[config.mk]
export PLATFORM = sky130hd
export DESIGN_NAME = baudctrl_module
export DESIGN_NICKNAME = d
export VERILOG_FILES = /design/src/rtl/baudctrl_pkg.sv /design/src/rtl/baudctrl_divcnt_module.sv /design/src/rtl/baudctrl_module.sv
export SDC_FILE = /design/constraint.sdc
export NUM_CORES = 1
export LEC_CHECK = 0
export CAP_MARGIN = 10
export CELL_PAD_IN_SITES_DETAIL_PLACEMENT = 1
export CELL_PAD_IN_SITES_GLOBAL_PLACEMENT = 1
export CORE_UTILIZATION = 43
export DETAILED_ROUTE_END_ITERATION = 16
export MAX_ROUTING_LAYER = met4
export PLACE_DENSITY_LB_ADDON = 0.1
export SLEW_MARGIN = 20
export SYNTH_ARGS = -nofsm -noshare
export SYNTH_HDL_FRONTEND = slang
export SYNTH_HIERARCHICAL = 1
export SYNTH_SLANG_ARGS = --single-unit
[constraint.sdc]
create_clock -name i_clk -period 2.7 [get_ports i_clk]
set_input_delay 0.54 -clock i_clk [delete_from_list [all_inputs] [get_ports i_clk]]
set_output_delay 0.54 -clock i_clk [all_outputs]
set_load 0.05 [all_outputs]
[src/rtl/baudctrl_pkg.sv]
// ============================================================================
//  Module      : baudctrl_pkg
//  Description : Shared constants for the baud-rate controller: default
//                widths and divisors, oversample ratio and FSM encodings.
//  Revision    : 1.0 - initial release
// ============================================================================
`default_nettype none

package baudctrl_pkg;

    // Default divisor width and divisor values (100 MHz clock, 19200 baud, x16)
    localparam int C_NB_DIV_DEF = 10;
    localparam int C_DIV_DEF    = 326;
    localparam int C_DIV_MIN    = 2;

    // Oversample ratio: one bit period spans this many sample ticks
    localparam int C_OVERSAMPLE = 16;
    localparam int C_NB_OVS     = $clog2(C_OVERSAMPLE);

    // Divisor-update FSM encodings
    localparam logic [1:0] C_ST_IDLE    = 2'd0;
    localparam logic [1:0] C_ST_PENDING = 2'd1;
    localparam logic [1:0] C_ST_APPLY   = 2'd2;

endpackage : baudctrl_pkg

`default_nettype wire

[src/rtl/baudctrl_divcnt_module.sv]
// ============================================================================
//  Module      : baudctrl_divcnt_module
//  Description : Modulo-divisor counter with a registered tick output. The
//                combinational wrap flag lets the parent sequence divisor
//                changes on the exact wrap cycle.
//  Revision    : 1.0 - initial release
// ============================================================================
`default_nettype none

module baudctrl_divcnt_module #(
    parameter int NB_BAUDCTRL_DIV = 10
) (
    input  logic                       i_clk,
    input  logic                       i_reset,
    input  logic                       i_enable,
    input  logic                       i_clear,
    input  logic [NB_BAUDCTRL_DIV-1:0] i_divisor,
    output logic                       o_tick,
    output logic                       o_wrap
);

    logic [NB_BAUDCTRL_DIV-1:0] r_cnt_q;
    logic                       r_tick_q;
    logic                       w_wrap;

    // Wrap happens on the last count of the period while counting is allowed
    assign w_wrap = i_enable && (r_cnt_q == (i_divisor - 1'b1));

    // Counter and tick register; clear wins so a new divisor starts from zero
    always_ff @(posedge i_clk or negedge i_reset) begin
        if (!i_reset) begin
            r_cnt_q  <= '0;
            r_tick_q <= 1'b0;
        end else if (i_clear) begin
            r_cnt_q  <= '0;
            r_tick_q <= 1'b0;
        end else if (w_wrap) begin
            r_cnt_q  <= '0;
            r_tick_q <= 1'b1;
        end else begin
            if (i_enable) begin
                r_cnt_q <= r_cnt_q + 1'b1;
            end
            r_tick_q <= 1'b0;
        end
    end

    assign o_tick = r_tick_q;
    assign o_wrap = w_wrap && !i_clear;

endmodule : baudctrl_divcnt_module

`default_nettype wire

[src/rtl/baudctrl_module.sv]
// ============================================================================
//  Module      : baudctrl_module
//  Description : Baud-rate tick generator with a run-time divisor update
//                handshake. New divisors are applied only at a period
//                boundary (or at once while the counter is stopped).
//  Config      : define BAUDCTRL_BITTICK_EN to build the one-per-bit tick
//                (o_bittick); otherwise o_bittick is tied low.
//  Revision    : 1.0 - initial release
// ============================================================================
`default_nettype none

module baudctrl_module
    import baudctrl_pkg::*;
#(
    parameter int NB_BAUDCTRL_DIV  = C_NB_DIV_DEF,
    parameter int DEF_BAUDCTRL_DIV = C_DIV_DEF,
    parameter int MIN_BAUDCTRL_DIV = C_DIV_MIN
) (
    input  logic                       i_clk,
    input  logic                       i_reset,
    input  logic                       i_enable,
    input  logic                       i_div_valid,
    input  logic [NB_BAUDCTRL_DIV-1:0] i_div_data,
    output logic                       o_div_ready,
    output logic                       o_div_err,
    output logic                       o_tick,
    output logic                       o_bittick,
    output logic [NB_BAUDCTRL_DIV-1:0] o_active_div
);

    logic [1:0]                 r_state_q;
    logic [1:0]                 w_state_d;
    logic [NB_BAUDCTRL_DIV-1:0] r_pending_q;
    logic [NB_BAUDCTRL_DIV-1:0] r_active_q;
    logic                       r_err_q;
    logic                       w_accept;
    logic                       w_div_ok;
    logic                       w_clear;
    logic                       w_wrap;

    assign o_div_ready = (r_state_q == C_ST_IDLE);
    assign w_accept    = i_div_valid && o_div_ready;
    assign w_div_ok    = (i_div_data >= NB_BAUDCTRL_DIV'(MIN_BAUDCTRL_DIV));
    assign w_clear     = (r_state_q == C_ST_APPLY);

    baudctrl_divcnt_module #(
        .NB_BAUDCTRL_DIV (NB_BAUDCTRL_DIV)
    ) u_divcnt (
        .i_clk     (i_clk),
        .i_reset   (i_reset),
        .i_enable  (i_enable),
        .i_clear   (w_clear),
        .i_divisor (r_active_q),
        .o_tick    (o_tick),
        .o_wrap    (w_wrap)
    );

    // Next-state: hold a pending divisor until the period boundary or a stop
    always_comb begin
        w_state_d = r_state_q;
        case (r_state_q)
            C_ST_IDLE: begin
                if (w_accept && w_div_ok) begin
                    w_state_d = C_ST_PENDING;
                end
            end
            C_ST_PENDING: begin
                if (!i_enable || w_wrap) begin
                    w_state_d = C_ST_APPLY;
                end
            end
            C_ST_APPLY: begin
                w_state_d = C_ST_IDLE;
            end
            default: begin
                w_state_d = C_ST_IDLE;
            end
        endcase
    end

    // State, pending/active divisor and error pulse registers
    always_ff @(posedge i_clk or negedge i_reset) begin
        if (!i_reset) begin
            r_state_q   <= C_ST_IDLE;
            r_pending_q <= '0;
            r_active_q  <= NB_BAUDCTRL_DIV'(DEF_BAUDCTRL_DIV);
            r_err_q     <= 1'b0;
        end else begin
            r_state_q <= w_state_d;
            r_err_q   <= w_accept && !w_div_ok;
            if (w_accept && w_div_ok) begin
                r_pending_q <= i_div_data;
            end
            if (w_clear) begin
                r_active_q <= r_pending_q;
            end
        end
    end

    assign o_div_err    = r_err_q;
    assign o_active_div = r_active_q;

`ifdef BAUDCTRL_BITTICK_EN
    logic [C_NB_OVS-1:0] r_bitcnt_q;
    logic                r_bittick_q;

    // Bit sub-counter: every oversample-th wrap produces a bit tick
    always_ff @(posedge i_clk or negedge i_reset) begin
        if (!i_reset) begin
            r_bitcnt_q  <= '0;
            r_bittick_q <= 1'b0;
        end else if (w_clear) begin
            r_bitcnt_q  <= '0;
            r_bittick_q <= 1'b0;
        end else if (w_wrap) begin
            r_bitcnt_q  <= r_bitcnt_q + 1'b1;
            r_bittick_q <= (r_bitcnt_q == C_NB_OVS'(C_OVERSAMPLE - 1));
        end else begin
            r_bittick_q <= 1'b0;
        end
    end

    assign o_bittick = r_bittick_q;
`else
    assign o_bittick = 1'b0;
`endif

endmodule : baudctrl_module

`default_nettype wire
-- Yosys cells after proc, flatten, opt, wreduce, memory -nomap -nowiden
Cells that the tools add are included.
- $add $sub $neg: 2
- $lt $le $gt $ge: 1
- equal/unequal tests: 5
- muxes and demuxes: 8
- reduce and logical (&&, ||, !) cells: 12
- operators by type and width (cell ; number):
    10-bit 2-to-1 mux ; 3
    10-bit by 1-bit adder with 10-bit output, second input constant ; 1
    10-bit equality test ; 1
    10-bit by 2-bit greater-or-equal comparator with 1-bit output, second input constant ; 1
    10-bit by 1-bit subtractor with 10-bit output, second input constant ; 1
    1-bit logical AND ; 5
    2-bit 2-to-1 mux ; 2
    2-bit one-hot mux with 2 select lines ; 1
    1-bit logical NOT ; 3
    3-bit nonzero test ; 1
    2-bit by 1-bit equality test with 1-bit output, second input constant ; 1
    2-bit equality test, second input constant ; 1
    2-bit logical NOT ; 1
    1-bit 2-to-1 mux ; 2
    2-bit by 1-bit != test with 1-bit output, second input constant ; 1
    2-bit != test, second input constant ; 1
    2-bit AND reduction ; 1
    1-bit logical OR ; 1
- bits in registers: 34
- input port bits: 14
- output and inout bits: 14
- word-level logic and storage cells: 34

-- Longest topological paths before layout
- word-level depth: 7
- depth in mapped cells: 9

-- Modules after synthesis
Netlist, hierarchy kept.
- modules (own cells, without submodules) (module ; instances ; cells an instance ; area each (um^2) ; seq. area each (um^2)):
    baudctrl_divcnt_module ; 1 ; 103 ; 958.4 ; 275.3
    baudctrl_module ; 1 ; 61 ; 925.9 ; 580.6

-- Least setup slack after synthesis
No wires, ideal clock.
- path type: reg-to-reg
- start point: register r_active_q[0], in the netlist o_active_div[0]
- end point: register r_state_q[0]
- arrival: 2.269 ns
- required time: 2.572 ns
- slack: 0.304 ns
- cell stages (with the launch flop): 10
- path buffers: 0
- clock period less this slack: 2.396 ns
- cell sequence: dfrtp_1 > inv_1 > ha_1 > nand2b_1 > o211a_1 > o31a_1 > a211o_1 > nor3b_2 > nand2b_1 > o21ai_0
- longest elaborated chain between the ends: 7
- ends and longest elaborated chain (what ; RTL line ; RTL):
    from (decl) ; baudctrl_module.sv:34 ; logic [NB_BAUDCTRL_DIV-1:0] r_active_q;
    from (signal assigned) ; baudctrl_module.sv:86 ; r_active_q <= NB_BAUDCTRL_DIV'(DEF_BAUDCTRL_DIV);
    from (signal assigned) ; baudctrl_module.sv:95 ; r_active_q <= r_pending_q;
    10-bit by 1-bit subtractor with 10-bit output ; baudctrl_divcnt_module.sv:27 ; assign w_wrap = i_enable && (r_cnt_q == (i_divisor - 1'b1));
    10-bit equality test ; baudctrl_divcnt_module.sv:27 ;
    1-bit logical AND ; baudctrl_divcnt_module.sv:27 ;
    1-bit logical AND ; baudctrl_divcnt_module.sv:49 ; assign o_wrap = w_wrap && !i_clear;
    named net w_wrap ; baudctrl_module.sv:39 ; logic w_wrap;
    1-bit logical OR ; baudctrl_module.sv:68 ; if (!i_enable || w_wrap) begin
    2-bit != test (no line) ; - ;
    2-bit AND reduction (no line) ; - ;
    to (signal assigned) ; baudctrl_module.sv:89 ; r_state_q <= w_state_d;
    to (decl) ; baudctrl_module.sv:31 ; logic [1:0] r_state_q;
The timed path passes the listed nets, and every way through them passes these cells.
A chain may end at the register's enable or synchronous reset.

-- Worst setup path in the final report
- start point: register r_active_q[3], in the netlist o_active_div[3]
- end point: register r_state_q[0]
The elaborated chain is that of the path after synthesis.

==> flow_summary.ini <==
[run_status]
outcome = finished, final reports clean

[yosys]
synth-async-reset-ratio = 1.00
yosys-top-cells-area = sky130_fd_sc_hd__dfrtp_1 40%, sky130_fd_sc_hd__mux2_2 6.6%, sky130_fd_sc_hd__dfstp_2 5.6%
synth.yosys.seq_area_share = 0.454
synthDominantAreaCellType = sky130_fd_sc_hd__dfrtp_1
yosys_warnings = 6
synth.net_count = 180
synth_edf_count = 0
ys.flop_type = sky130_fd_sc_hd__dfrtp_1
netlist_instances = 164
combinational_family_with_the_most_area_after_synthesis = simple AND/OR/NAND/NOR gates
synth-compound-area-share = 0.135
synth_simple_gate_area_share = 0.177
synth_xor_area_frac = 0.0837
synth_area_per_cell_um2 = 11.5
synth_top_area_share = 0.398
yosys.area_share.adder = 0.0133
count_of_unique_library_cells_instantiated_by_yosys = 48
synthesis_stage_register_bit_count = 34
synth_area_mm2 = 0.00188
synthMuxAreaShare = 0.103

[setup_path]
critical_path.max_fanout = 8
cp.required_ns = 2.86
setup.worst_path.class = reg -> reg
worst_setup_path_start_kind = flop
critPathCaptureType = flop
arrival_ns = 2.62

[placement]
port_buffers = 26
dp_hpwl_um = 3360
globalplace.congestion = 0.815
dpl-instance-area_mm2 = 0.00220

[clock_tree]
clkLatencyLatePin_ns = 0.29
cts_max_level = 2
postCtsHoldBufs = 0
cts_root_buf = sky130_fd_sc_hd__clkbuf_8
cts_made_buffers = 5
ctsResizeCount = 0
cts.clk_slew.worst_paths_ns = 0.07
max-clock-path-buffers = 2
postCtsSetupBuffers = 0
clock_sinks = 34
cts_tree = built

[detailed_routing]
post-route-drc-count = 0
detailroute.via_count = 1397
drt-vias-per-instance = 5.68
antenna_violating_nets_post_route = 0
route.detailed.wl_per_inst_um = 18.1
detailedRoute.firstIterationViolations = 45
first_pass_iters = 4
routed_wl_um = 4460

[floorplanning]
pin_count = 28
core_region_area_mm2 = 0.00412
start_util = 0.458
die_area_mm2 = 0.00465
rows = 23
die_height_um = 68.2
die-width_um = 68.2

[timing]
grt_setup_unrepaired = no
final_max_slew_viol_count = 0
worst-slew-pin-transition_ns = 0.595
finalCritPeriodShare = 0.909
setup_viol = 0
setup_tns_ns = 0
final_critical_period_ns = 2.45
fin_skew_ns = 0.00749
worst_slew_margin_rel = 0.603
timing_hold_violations_final = 0
fmaxAchievable_mhz = 407

[finish]
most-common-layout-cells = 30 x sky130_fd_sc_hd__dfrtp_1, 26 x sky130_fd_sc_hd__clkdlybuf4s50_1, 11 x sky130_fd_sc_hd__mux2_2, 11 x sky130_fd_sc_hd__xor2_1, 8 x sky130_fd_sc_hd__a211oi_1
commonest_non_fill_non_tap_cell_in_the_layout = sky130_fd_sc_hd__dfrtp_1
post-route-util = 0.557
synthToLayoutAreaGrowth_pct = 21.6
layout.nets = 211
layout-drive-gt1-share = 0.204
diodes = 0
fin_area_mm2 = 0.00229

[power]
vdd_drop_max_mv = 0.539
power-per-cell-area_mw_per_mm2 = 1170
combinationalPowerShare = 0.482
sequentialPowerShare = 0.373
switching_share = 0.443
p_leak_nw = 0.960
power.share.clock = 0.145
cellInternalPower_mw = 1.49
p_switching_mw = 1.19

[grt]
globalRoute.totalOverflow = 0
grt_pass1_vias = 1407
initial_antenna_violation_count = 0
grtUsageTotal = 0.228
pin_count_of_the_biggest_net_entering_global_routing = 35
grt_first_pass_wirelength_um = 7250

[hold_path]
worst_hold_path_type = reg -> reg

[run]
timing.max_cap.violations = 0
cell families after synthesis:
| group | Yosys count |
|---|---|
| flops | 34 |
| mux | 16 |
| compound gates | 29 |
| fa+ha+maj | 2 |
| xor+xnor | 18 |
| other cells | 1 |
| simple gates | 53 |
| buf+inv | 11 |
state kept, by name, indices dropped and copies added, names as in the netlist:
signal            flops
o_active_div         10
r_pending_q          10
u_divcnt/r_cnt_q     10
r_state_q             2
o_div_err             1
u_divcnt/o_tick       1
synth_stat cells, types with 5 or more instances:
cell	count
sky130_fd_sc_hd__nor2_1	7
sky130_fd_sc_hd__nand2b_1	6
sky130_fd_sc_hd__xor2_1	11
sky130_fd_sc_hd__dfrtp_1	30
sky130_fd_sc_hd__a22o_1	5
sky130_fd_sc_hd__nor3_1	7
sky130_fd_sc_hd__a211oi_1	8
sky130_fd_sc_hd__mux2_2	11
sky130_fd_sc_hd__nand2_1	6
sky130_fd_sc_hd__nand4_1	6
sky130_fd_sc_hd__xnor2_1	7
power groups by stage:
stage,logic (mW),registers (mW),clock network (mW)
2_1_floorplan,0.717,1.17,0
3_3_place_gp,1.25,0.989,0
3_5_place_dp,1.29,1.01,0
4_1_cts,1.30,1.00,0.403
5_1_grt,1.39,1.03,0.422
6_report,1.29,0.997,0.388
path summary, 6_finish.rpt:
path,startpoint,end,slack (ns),depth (start not counted)
min in group asynchronous,i_reset,u_divcnt/r_cnt_q[2]$_DFFE_PN0P_,0.65,2
worst max-delay path,o_active_div[3]$_DFFE_PN0P_,r_state_q[0]$_DFFE_PN0P_,0.25,7
max in group asynchronous,i_reset,o_active_div[8]$_DFFE_PN1P_,1.70,2
worst max register to register,o_active_div[3]$_DFFE_PN0P_,r_state_q[0]$_DFFE_PN0P_,0.25,7
worst min-delay path,r_pending_q[8]$_DFFE_PN0P_,r_pending_q[8]$_DFFE_PN0P_,0.50,1
worst min register to register,r_pending_q[8]$_DFFE_PN0P_,r_pending_q[8]$_DFFE_PN0P_,0.50,1
per-layer routing:
metal | part of all wire | GRT usage
met2 | 0.48 | 0.350
met1 | 0.46 | 0.293
met3 | 0.032 | 0.0467
met4 | 0.019 | 0.0938
met5 | 0 | -
metrics by stage:
stage	power [mW]	hold slack, ns	instances	setup WS (ns)
after floorplan	1.89	0.244	164	0.304
after global placement	2.24	0.481	238	0.207
after detailed placement	2.30	0.488	238	0.136
after CTS	2.70	0.506	246	0.251
after global routing	2.84	0.515	246	0.116
final	2.67	0.500	246	0.246
worst max-delay path: stages, from the launching register on:
cell,delay (ns)
sky130_fd_sc_hd__dfrtp_1,0.48
sky130_fd_sc_hd__nor4_1,0.55
sky130_fd_sc_hd__a21oi_1,0.14
sky130_fd_sc_hd__a311o_1,0.41
sky130_fd_sc_hd__a211o_1,0.32
sky130_fd_sc_hd__nor3b_2,0.19
sky130_fd_sc_hd__nand2b_1,0.15
sky130_fd_sc_hd__o21ai_0,0.09
final cells by class:
cell class | instances | area (µm²)
Fill cell | 448 | 1820
Tap cell | 50 | 62.6
Timing Repair Buffer | 31 | 298
Inverter | 4 | 15.0
Clock inverter | 1 | 5.00
Sequential cell | 34 | 856
Multi-Input combinational cell | 119 | 968
Clock buffer | 7 | 86.3
Note: power is estimated with default switching activity, not from simulation.
